File: config.mk
export PLATFORM = sky130hd
export DESIGN_NAME = alu32_sequencer
export DESIGN_NICKNAME = d
export VERILOG_FILES = /design/src/rtl/alu32_sequencer.sv
export SDC_FILE = /design/constraint.sdc
export NUM_CORES = 1
export LEC_CHECK = 0
export ABC_AREA = 1
export CORE_AREA = 2 2 132 134
export CTS_CLUSTER_DIAMETER = 60
export DETAILED_ROUTE_END_ITERATION = 12
export DIE_AREA = 0 0 134 136
export PLACE_DENSITY = 0.9
export RECOVER_POWER = 50
export SLEW_MARGIN = 20
export SYNTH_ARGS = -nofsm -noshare
export SYNTH_HDL_FRONTEND = slang
export SYNTH_SLANG_ARGS = --single-unit
File: constraint.sdc
create_clock -name clk -period 2.25 [get_ports clk]
set_clock_uncertainty 0.05 [all_clocks]
set_input_delay 0.45 -clock clk [delete_from_list [all_inputs] [get_ports clk]]
set_output_delay 0.45 -clock clk [all_outputs]
set_load 0.1 [all_outputs]
File: src/rtl/alu32_sequencer.sv
// alu32_sequencer: accepts one ALU command at a time, drives alu32 through
// issue / wait / clear, keeps the one-cycle-late feedback registers alu32
// expects, and returns the captured results (or a timeout error) on a
// valid/ready response port. All outputs come straight from flops.
module alu32_sequencer #(
  parameter int TIMEOUT = 64,
  parameter int CNT_W   = 7
) (
  input  logic        clk,
  input  logic        reset_n,
  input  logic        cmd_valid,
  output logic        cmd_ready,
  input  logic [31:0] cmd_a,
  input  logic [31:0] cmd_b,
  input  logic [3:0]  cmd_opcode,
  output logic        rsp_valid,
  input  logic        rsp_ready,
  output logic [31:0] rsp_result1,
  output logic [31:0] rsp_result2,
  output logic [3:0]  rsp_opcode,
  output logic        rsp_err,
  output logic [31:0] alu_a,
  output logic [31:0] alu_b,
  output logic [3:0]  alu_opcode,
  output logic        alu_op_start,
  output logic        alu_op_clear,
  output logic [1:0]  alu_op_done_before,
  output logic [31:0] alu_result1_before,
  output logic [31:0] alu_result2_before,
  input  logic [31:0] alu_result1,
  input  logic [31:0] alu_result2,
  input  logic [1:0]  alu_op_done
);

  typedef enum logic [2:0] {
    ST_IDLE  = 3'd0,
    ST_ISSUE = 3'd1,
    ST_WAIT  = 3'd2,
    ST_RESP  = 3'd3,
    ST_CLEAR = 3'd4
  } state_t;

  // Only 11 means done; 01 falls through and is treated like busy.
  localparam logic [1:0] DONE_CODE = 2'b11;
  // The counter starts at 0 on the first WAIT cycle, so the cycle on which it
  // would step to TIMEOUT-1 is the last one allowed to complete.
  localparam logic [CNT_W-1:0] CNT_LAST = CNT_W'(TIMEOUT - 2);

  state_t            state_r, state_s;
  logic [CNT_W-1:0]  cnt_r, cnt_s;
  logic              cmd_ready_s, rsp_valid_s, rsp_err_s;
  logic              start_s, clear_s;
  logic [31:0]       a_s, b_s, res1_s, res2_s, fb_res1_s, fb_res2_s;
  logic [3:0]        op_s, rsp_op_s;
  logic [1:0]        fb_done_s;

  // Next-state and next-output decode; every register holds unless a state
  // below changes it, and the feedback registers follow alu32 by default.
  always_comb begin
    state_s     = state_r;
    cnt_s       = cnt_r;
    cmd_ready_s = 1'b0;
    a_s         = alu_a;
    b_s         = alu_b;
    op_s        = alu_opcode;
    start_s     = alu_op_start;
    clear_s     = 1'b0;
    fb_done_s   = alu_op_done;
    fb_res1_s   = alu_result1;
    fb_res2_s   = alu_result2;
    rsp_valid_s = rsp_valid;
    res1_s      = rsp_result1;
    res2_s      = rsp_result2;
    rsp_op_s    = rsp_opcode;
    rsp_err_s   = rsp_err;
    case (state_r)
      ST_IDLE: begin
        if (cmd_valid) begin
          a_s       = cmd_a;
          b_s       = cmd_b;
          op_s      = cmd_opcode;
          start_s   = 1'b1;
          fb_done_s = 2'b00;
          cnt_s     = {CNT_W{1'b0}};
          state_s   = ST_ISSUE;
        end else begin
          cmd_ready_s = 1'b1;
          start_s     = 1'b0;
        end
      end
      ST_ISSUE: begin
        start_s = 1'b1;
        cnt_s   = {CNT_W{1'b0}};
        state_s = ST_WAIT;
      end
      ST_WAIT: begin
        cnt_s = cnt_r + CNT_W'(1);
        if (alu_op_done == DONE_CODE) begin
          res1_s      = alu_result1;
          res2_s      = alu_result2;
          rsp_op_s    = alu_opcode;
          rsp_err_s   = 1'b0;
          rsp_valid_s = 1'b1;
          start_s     = 1'b0;
          state_s     = ST_RESP;
        end else if (cnt_r == CNT_LAST) begin
          res1_s      = 32'h0000_0000;
          res2_s      = 32'h0000_0000;
          rsp_op_s    = alu_opcode;
          rsp_err_s   = 1'b1;
          rsp_valid_s = 1'b1;
          start_s     = 1'b0;
          state_s     = ST_RESP;
        end else begin
          start_s = 1'b1;
        end
      end
      ST_RESP: begin
        if (rsp_ready) begin
          rsp_valid_s = 1'b0;
          clear_s     = 1'b1;
          fb_done_s   = 2'b00;
          state_s     = ST_CLEAR;
        end else begin
          state_s = ST_RESP;
        end
      end
      ST_CLEAR: begin
        fb_done_s   = 2'b00;
        cmd_ready_s = 1'b1;
        state_s     = ST_IDLE;
      end
      default: begin
        cmd_ready_s = 1'b1;
        start_s     = 1'b0;
        rsp_valid_s = 1'b0;
        state_s     = ST_IDLE;
      end
    endcase
  end

  // State and output registers with synchronous active-low reset.
  always_ff @(posedge clk) begin
    if (!reset_n) begin
      state_r            <= ST_IDLE;
      cnt_r              <= {CNT_W{1'b0}};
      cmd_ready          <= 1'b1;
      alu_a              <= 32'h0000_0000;
      alu_b              <= 32'h0000_0000;
      alu_opcode         <= 4'h0;
      alu_op_start       <= 1'b0;
      alu_op_clear       <= 1'b0;
      alu_op_done_before <= 2'b00;
      alu_result1_before <= 32'h0000_0000;
      alu_result2_before <= 32'h0000_0000;
      rsp_valid          <= 1'b0;
      rsp_result1        <= 32'h0000_0000;
      rsp_result2        <= 32'h0000_0000;
      rsp_opcode         <= 4'h0;
      rsp_err            <= 1'b0;
    end else begin
      state_r            <= state_s;
      cnt_r              <= cnt_s;
      cmd_ready          <= cmd_ready_s;
      alu_a              <= a_s;
      alu_b              <= b_s;
      alu_opcode         <= op_s;
      alu_op_start       <= start_s;
      alu_op_clear       <= clear_s;
      alu_op_done_before <= fb_done_s;
      alu_result1_before <= fb_res1_s;
      alu_result2_before <= fb_res2_s;
      rsp_valid          <= rsp_valid_s;
      rsp_result1        <= res1_s;
      rsp_result2        <= res2_s;
      rsp_opcode         <= rsp_op_s;
      rsp_err            <= rsp_err_s;
    end
  end

endmodule

== Word level (Yosys, flattened, before mapping) ==
Index checks and enable logic that the tools add are counted.

* Bits in registers: 217
* Input bits: 138
* Logic and storage cells: 66
* Output and inout port bits: 207

* $add $sub $neg: 1
* Reductions and logical operators: 12
* Equality and inequality tests: 9
* Bitwise operators: 1
* Multiplexer cells: 27

{| class="wikitable"
|+ Operators by type and width
! operator !! number
|-
| two-way mux 32 bit || 3
|-
| case mux 7 bit (3 select lines) || 1
|-
| two-way mux 3 bit || 4
|-
| case mux 3 bit (4 select lines) || 1
|-
| AND reduction 2 bit || 5
|-
| two-way mux 1 bit || 9
|-
| two-way mux 4 bit || 2
|-
| adder 7 x 1 -> 7 bit, second input constant || 1
|-
| == test 7 x 6 -> 1 bit, second input constant || 1
|-
| two-way mux 7 bit || 1
|-
| == test 3 x 2 -> 1 bit, second input constant || 2
|-
| case mux 2 bit (3 select lines) || 1
|-
| OR reduction 3 bit || 2
|-
| two-way mux 2 bit || 2
|-
| != test 2 bit, second input constant || 2
|-
| case mux 1 bit (4 select lines) || 1
|-
| == test 3 x 1 -> 1 bit, second input constant || 1
|-
| == test 3 bit, second input constant || 1
|-
| zero test 3 bit || 1
|-
| != test 3 bit, second input constant || 1
|-
| case mux 1 bit (3 select lines) || 1
|-
| AND reduction 3 bit || 1
|-
| nonzero test 3 bit || 1
|-
| == test 2 bit, second input constant || 1
|-
| 4 further kinds || 4
|}

== Depth between registers and ports, before layout ==
Gate-level depths: netlist of run 1.

* Depth after elaboration: 4
* Mapped depth: 11
* Mapped depth without buffers: 9

== Least setup slack after synthesis of run 1 ==
Ideal clock, no wire load.

* Path kind: register to register
* Start: register, netlist name alu_op_start
* End: register alu_op_start
* Period minus slack after synthesis: 1.494 ns
* Data arrival time: 1.387 ns
* Cell stages (with the launch flop): 5
* Slack: 0.756 ns
* Setup time: 0.057 ns
* Cells stage by stage: dfxtp_1 > o21ai_0 > a21oi_1 > o21ai_0 > inv_1

{| class="wikitable"
|+ RTL lines
! element !! line !! text
|-
| end signal: assignment || 168 || <nowiki>alu_op_start <= start_s;</nowiki>
|-
| end: declaration || 25 || <nowiki>output logic alu_op_start,</nowiki>
|}

== Worst setup path after layout of run 1 ==
* Start: register state_r[0]
* End: register alu_b[10]

* Cells in the longest elaborated chain, start to end: 2

{| class="wikitable"
|+ RTL lines
! element !! line !! text
|-
| start: declaration || 49 || <nowiki>state_t state_r, state_s;</nowiki>
|-
| start signal: assignment || 162 || <nowiki>state_r <= state_s;</nowiki>
|-
| zero test 3 bit || 76 || <nowiki>case (state_r)</nowiki>
|-
| AND reduction 2 bit (no source line) || - ||
|-
| end signal: assignment || 166 || <nowiki>alu_b <= b_s;</nowiki>
|-
| end: declaration || 23 || <nowiki>output logic [31:0] alu_b,</nowiki>
|}

Every way passes these cells.
A chain may end at the register's enable or synchronous reset.

==> key figures, run 1 <==
Timing
  • Minimum clock period: 1960 ps
  • Max_slew headroom: 8.91%
  • Final setup vio count: 0
  • Max-slew violation count: 0
  • Final TNS setup: 0 ps
  • RSZ-0062 raised after global routing: no
  • Least-Margin Pin Slew: 1370 ps
  • Final hold slack: 166 ps
  • Fmax: 0.510 GHz
  • Hold Violations, Final: 0
  • Period utilization: 87.1%

CTS
  • CTS Hold Bufs: 0
  • CTS Sinks: 217
  • Worst-skew pair later-pin latency: 490 ps
  • CTS tree: built
  • Clock root cell: clkbuf_16
  • Post-cts sizing count: 0
  • Post-CTS setup buffers: 0
  • CTS buffer count: 22
  • Clk buf depth: 3
  • Clock-pin slew on the worst setup and hold paths: 60 ps
  • H-tree Lvls: 1

Place
  • GP Congestion: 0.834
  • Hpwl dp: 15.8 mm
  • I/O Buffers: 344
  • Placed Instance Area: 0.0104 mm^2

Critical path
  • Crit-path max FO: 68
  • Setup CP Type: flip-flop to flip-flop
  • Crit path required time: 2610 ps
  • Nature of the critical path endpoint: flip-flop
  • CP arrival: 2320 ps
  • Startpoint Class: flip-flop

Finish
  • Multi-input combinational cell area: 0.00231 mm^2
  • Final core utilization: 64.5%
  • Antenna Cells: 0
  • Cell area after layout: 0.0109 mm^2
  • Area delta synth->final: 49.0%
  • Fill cells: 1,364
  • Register area: 0.00434 mm^2
  • Fin nets: 1,311
  • Layout cells sized above 1: 22.2%

Route
  • Vias: 7,053
  • Drt initial violations: 482
  • WL per Instance: 16.0 um
  • Post-DRT Antenna Nets: 0
  • Drt drc: 0
  • DR pass1 iterations: 7
  • Post-Route WL: 22.5 mm
  • Vias per inst: 5.00

Run status
  • Status: finished clean

Floorplanning
  • Initial Util: 43.3%
  • Ports: 345
  • Die Wd: 134 um
  • Die area: 0.0182 mm^2
  • Die H: 136 um
  • Row cnt: 48
  • Core ar.: 0.0169 mm^2

Logic synthesis
  • Adder-cell share of the synthesized area: 0.343%
  • Top cells by count, synth: 217 x dfxtp_1, 163 x nand2_1, 151 x nand3_1
  • Distinct cell type count after synthesis: 25
  • Syn avg cell area: 8.56 um^2
  • Post-synth EDFFs: 0
  • Largest family of logic cells by synthesized area: simple AND/OR/NAND/NOR gates
  • Post-Syn Nets: 993
  • Top FF cell, synth: dfxtp_1
  • Synth Register Bits: 217
  • Top cells by area, synth: dfxtp_1 59%, nand3_1 10%, nand2_1 8.4%
  • Xor-xnor portion of the synthesized cell area: 0.120%
  • Multiplexer share of the synthesized area: 0%
  • Post-Syn Instances: 853
  • Area leader, netlist: dfxtp_1
  • Synth warn: 0
  • Post-synthesis simple-gate area fraction: 20.6%
  • Count leader, synth: dfxtp_1
  • Sequential area share after synthesis: 59.5%
  • Mapped cell area: 0.00730 mm^2
  • Post-synth top area share: 59.5%
  • Synth Area in Compound Gates: 10.5%
  • Ys async rst share: 0%

Global route
  • Initial antenna violation count: 0
  • Grt total ovfl: 0
  • Most Crowded Layer GR: met2
  • GRT Total Usage: 23.2%
  • Met2 usage: 40.5%
  • Met3 usage in global routing: 4.62%
  • First-pass GRT wire length: 34.2 mm
  • Vias in the first global route: 6,732
  • Largest net degree at the start of global routing: 132
  • Met1 capacity usage during global routing: 28.2%

Job
  • Max_cap viols: 0

Pwr
  • Cell area power density: 1220 mW/mm^2
  • Max IR drop VDD: 0.775 mV
  • Leakage power: 5.09 nW

Hold path
  • HP Class: input port to flip-flop
## power breakdown
group          switching (mW)  leakage, nW  internal, mW  total [mW]
Clock                    1.46        0.357          2.12        3.57
Sequential              0.232         1.78          4.26        4.49
Combinational            4.13         2.95          1.07        5.20
Total                    5.82         5.09          7.44        13.3
## final timing paths
| kind | startpoint | endpoint | slack, ps | cells after the start |
|---|---|---|---|---|
| worst min-delay path | reset_n | cmd_ready | 170 | 2 |
| worst max register to register | state_r[0] | alu_b[10] | 290 | 7 |
| worst min register to register | rsp_valid | rsp_valid | 400 | 2 |
| worst max-delay path | state_r[0] | alu_b[10] | 290 | 7 |
## worst max-delay path, stage by stage, from the launching register on
cell	delay, ps
dfxtp_1	430
nor2_1	100
inv_1	180
nor2_8	60
nand2_2	70
clkbuf_4	620
nand2_1	140
a21oi_1	180
## flip-flops by register name, indices dropped and copies added (netlist names), 2 cells and up
register / cells
alu_a: 32
alu_b: 32
alu_op_done_before: 2
alu_opcode: 4
alu_result1_before: 32
alu_result2_before: 32
cnt_r: 7
rsp_opcode: 4
rsp_result1: 32
rsp_result2: 32
state_r: 3
## final cells by class
class / instances / share of cell area [%]
tap: 225 / 2.59
multi-input combinational: 490 / 21.2
timing repair buffer: 354 / 26.7
clock inverter: 6 / 0.609
clock buffer: 33 / 5.99
inverter: 86 / 2.97
sequential: 217 / 39.9
## layer usage
metal,share of wire [%],up-vias,wire [um]
li1,-,3398,-
met1,39,3325,8810
met2,51,262,11600
met3,5.8,68,1310
met4,3.8,0,847
met5,0,-,0
## logic make-up after synthesis
family / Yosys count
AO/OA/AOI/OAI: 152
flip-flops: 217
buffers and inverters: 146
XOR/XNOR: 1
AND/OR/NAND/NOR: 335
adder cells (fa/ha/maj): 2
## stage by stage
stage | setup WS [ps] | power [mW] | std cells
6_report | 291 | 13.3 | 1411
5_1_grt | 168 | 13.7 | 1411
4_1_cts | 437 | 13.4 | 1411
3_5_place_dp | 303 | 9.85 | 1372
3_3_place_gp | 372 | 9.77 | 1372
2_1_floorplan | 756 | 8.62 | 853
## placed cells by master (no fill, tap or decap), drive strengths merged
cell             n
nand3          153
clkbuf         104
or2              2
o21ai           68
buf            148
clkinv           5
nand2          166
ha               2
inv             86
dfxtp          217
nor3             2
nor2             8
xor2             1
bufinv           1
nand4            4
o21bai           1
a21oi           83
clkdlybuf4s50  135
Power figures use the tool's default switching activity.
==> run 2: changes to the inputs <==
Settings changed: CORE_AREA 2 2 132 134 to unset, CORE_ASPECT_RATIO set to 1.1, CORE_UTILIZATION set to 37, DIE_AREA 0 0 134 136 to unset, PLACE_DENSITY 0.9 to 0.81, SKIP_CTS_REPAIR_TIMING set to 1.
Clock period 2.25 ns to 1.7 ns, I/O delays scaled along.
==> run 2 against run 1 <==
  * First-iteration DRC count down 12%
  * Global-route usage up 1.2 points
  * Clock power up 39%
  * Non-clock buffer count up 15
  * Highest routed layer is now met5
  * Via count up 1.9%
  * Core utilization down 1.2 points
  * Total power up 41%
  * Routed wire length up 15%
  * Final cell count up 2.8%
==> key figures, run 2 (same netlist as run 1, synthesis figures left out) <==
Global route
  • Met2 usage: 44.8%
  • First-pass GRT wire length: 38.3 mm
  • Met1 capacity usage during global routing: 25.3%
  • Most Crowded Layer GR: met2
  • Vias in the first global route: 7,322
  • GRT Total Usage: 24.3%
  • Met3 usage in global routing: 5.37%
  • Largest net degree at the start of global routing: 60
  • Grt total ovfl: 0
  • Initial antenna violation count: 1

Route
  • WL per Instance: 17.9 um
  • Post-DRT Antenna Nets: 0
  • Vias: 7,188
  • Vias per inst: 4.96
  • Post-Route WL: 25.9 mm
  • Drt initial violations: 423
  • Drt drc: 0
  • DR pass1 iterations: 5

Finish
  • Area delta synth->final: 66.6%
  • Final core utilization: 63.3%
  • Fin nets: 1,327
  • Cell area after layout: 0.0122 mm^2
  • Layout cells sized above 1: 23.4%
  • Final std cells w/o fill: 1,450
  • Antenna Cells: 0
  • Fill cells: 1,485
  • Most frequent cells in the layout: 217 x dfxtp_1, 162 x nand2_1, 151 x nand3_1
  • Commonest non-fill, non-tap cell in the layout: dfxtp_1

Critical path
  • Worst Reg-to-Reg Cells: 6
  • Slowest Stage Delay on Critical Path: 350 ps
  • CP max stage cell: dfxtp_1
  • Crit path buffers/inverters: 1
  • Startpoint Class: flip-flop
  • Top delay family on crit path: flip-flops
  • Critical-path cell list: clkbuf_4
  • Critical Path Stages: 1
  • Setup CP Type: flip-flop to output port
  • Nature of the critical path endpoint: output port
  • Crit path required time: 1310 ps
  • CP arrival: 1210 ps
  • Crit-path max FO: 1

Hold path
  • HP Class: input port to flip-flop
  • Worst Hold Depth: 3

CTS
  • Clk buf depth: 3
  • Clock-pin slew on the worst setup and hold paths: 60 ps
  • CTS Sinks: 217
  • CTS buffer count: 23
  • H-tree Lvls: 1
  • CTS tree: built
  • Worst-skew pair later-pin latency: 510 ps
  • Clock root cell: clkbuf_16

Timing
  • Max-slew violation count: 0
  • Hold Violations, Final: 0
  • Period utilization: 93.9%
  • Minimum clock period: 1600 ps
  • RSZ-0062 raised after global routing: no
  • Max_slew headroom: 49.2%
  • Final setup vio count: 0
  • Fmax: 0.626 GHz
  • Least-Margin Pin Slew: 762 ps

Floorplanning
  • Die H: 149 um
  • Core ar.: 0.0192 mm^2
  • Die Wd: 136 um
  • Die area: 0.0203 mm^2
  • Row cnt: 53
  • Initial Util: 38.0%
  • Ports: 345

Run status
  • Status: finished clean

Pwr
  • Leakage power: 5.39 nW
  • Cell area power density: 1540 mW/mm^2
  • Max IR drop VDD: 1.08 mV

Place
  • DP Cell Count: 1,408
  • Hpwl dp: 18.7 mm
  • Placed Instance Area: 0.0131 mm^2
  • GP Congestion: 0.872
  • I/O Buffers: 344

Job
  • Max_cap viols: 0
-- run 2: cell count changes in the layout (fill, tap and decap cells not counted), moves of 2 or more --
cell / change
clkbuf_8: +3
clkbuf_4: +137
buf_4: -129
clkinv_2: -2
clkbuf_2: -69
clkbuf_1: +2
inv_1: -2
clkdlybuf4s50_1: -2
buf_12: +72
clkbuf_16: +2
dlygate4sd3_1: +2
-- run 2: layout make-up --
| type | instances | area [um^2] | share of cell area [%] |
|---|---|---|---|
| Sequential cell | 217 | 4340 | 35.7 |
| Clock buffer | 37 | 718 | 5.90 |
| Timing Repair Buffer | 369 | 4110 | 33.8 |
| Tap cell | 247 | 309 | 2.54 |
| Inverter | 86 | 325 | 2.67 |
| Clock inverter | 4 | 38.8 | 0.319 |
| Multi-Input combinational cell | 490 | 2320 | 19.1 |
-- run 2: metal layers --
layer	wire length, um	vias to the layer above
met5	11	-
met4	1360	2
met3	1690	89
met2	13900	294
met1	8980	3360
li1	-	3443
-- run 2: where the power goes --
| part | internal, mW | switching, mW |
|---|---|---|
| clock | 2.90 | 2.05 |
| sequential | 5.64 | 0.402 |
| combinational | 2.09 | 5.59 |
-- run 2: stage by stage --
stage               total power, mW  setup TNS, ps  hold WS [ps]  worst slack (ps)
floorplan                      11.4              0           397               206
global placement               14.6              0           422              6.14
detailed placement             14.8          -1050           425             -77.7
CTS                            19.7              0           112              22.2
global route                   19.4              0           166              19.2
finish                         18.7              0           163               103
-- run 2: final timing paths --
kind / startpoint / to / slack [ps]
setup / recovery: alu_result1_before[17] / alu_result1_before[17] / 100
hold reg to reg: rsp_valid / rsp_valid / 390
hold / removal: cmd_valid / alu_a[8] / 160
setup reg to reg: state_r[0] / alu_b[7] / 150
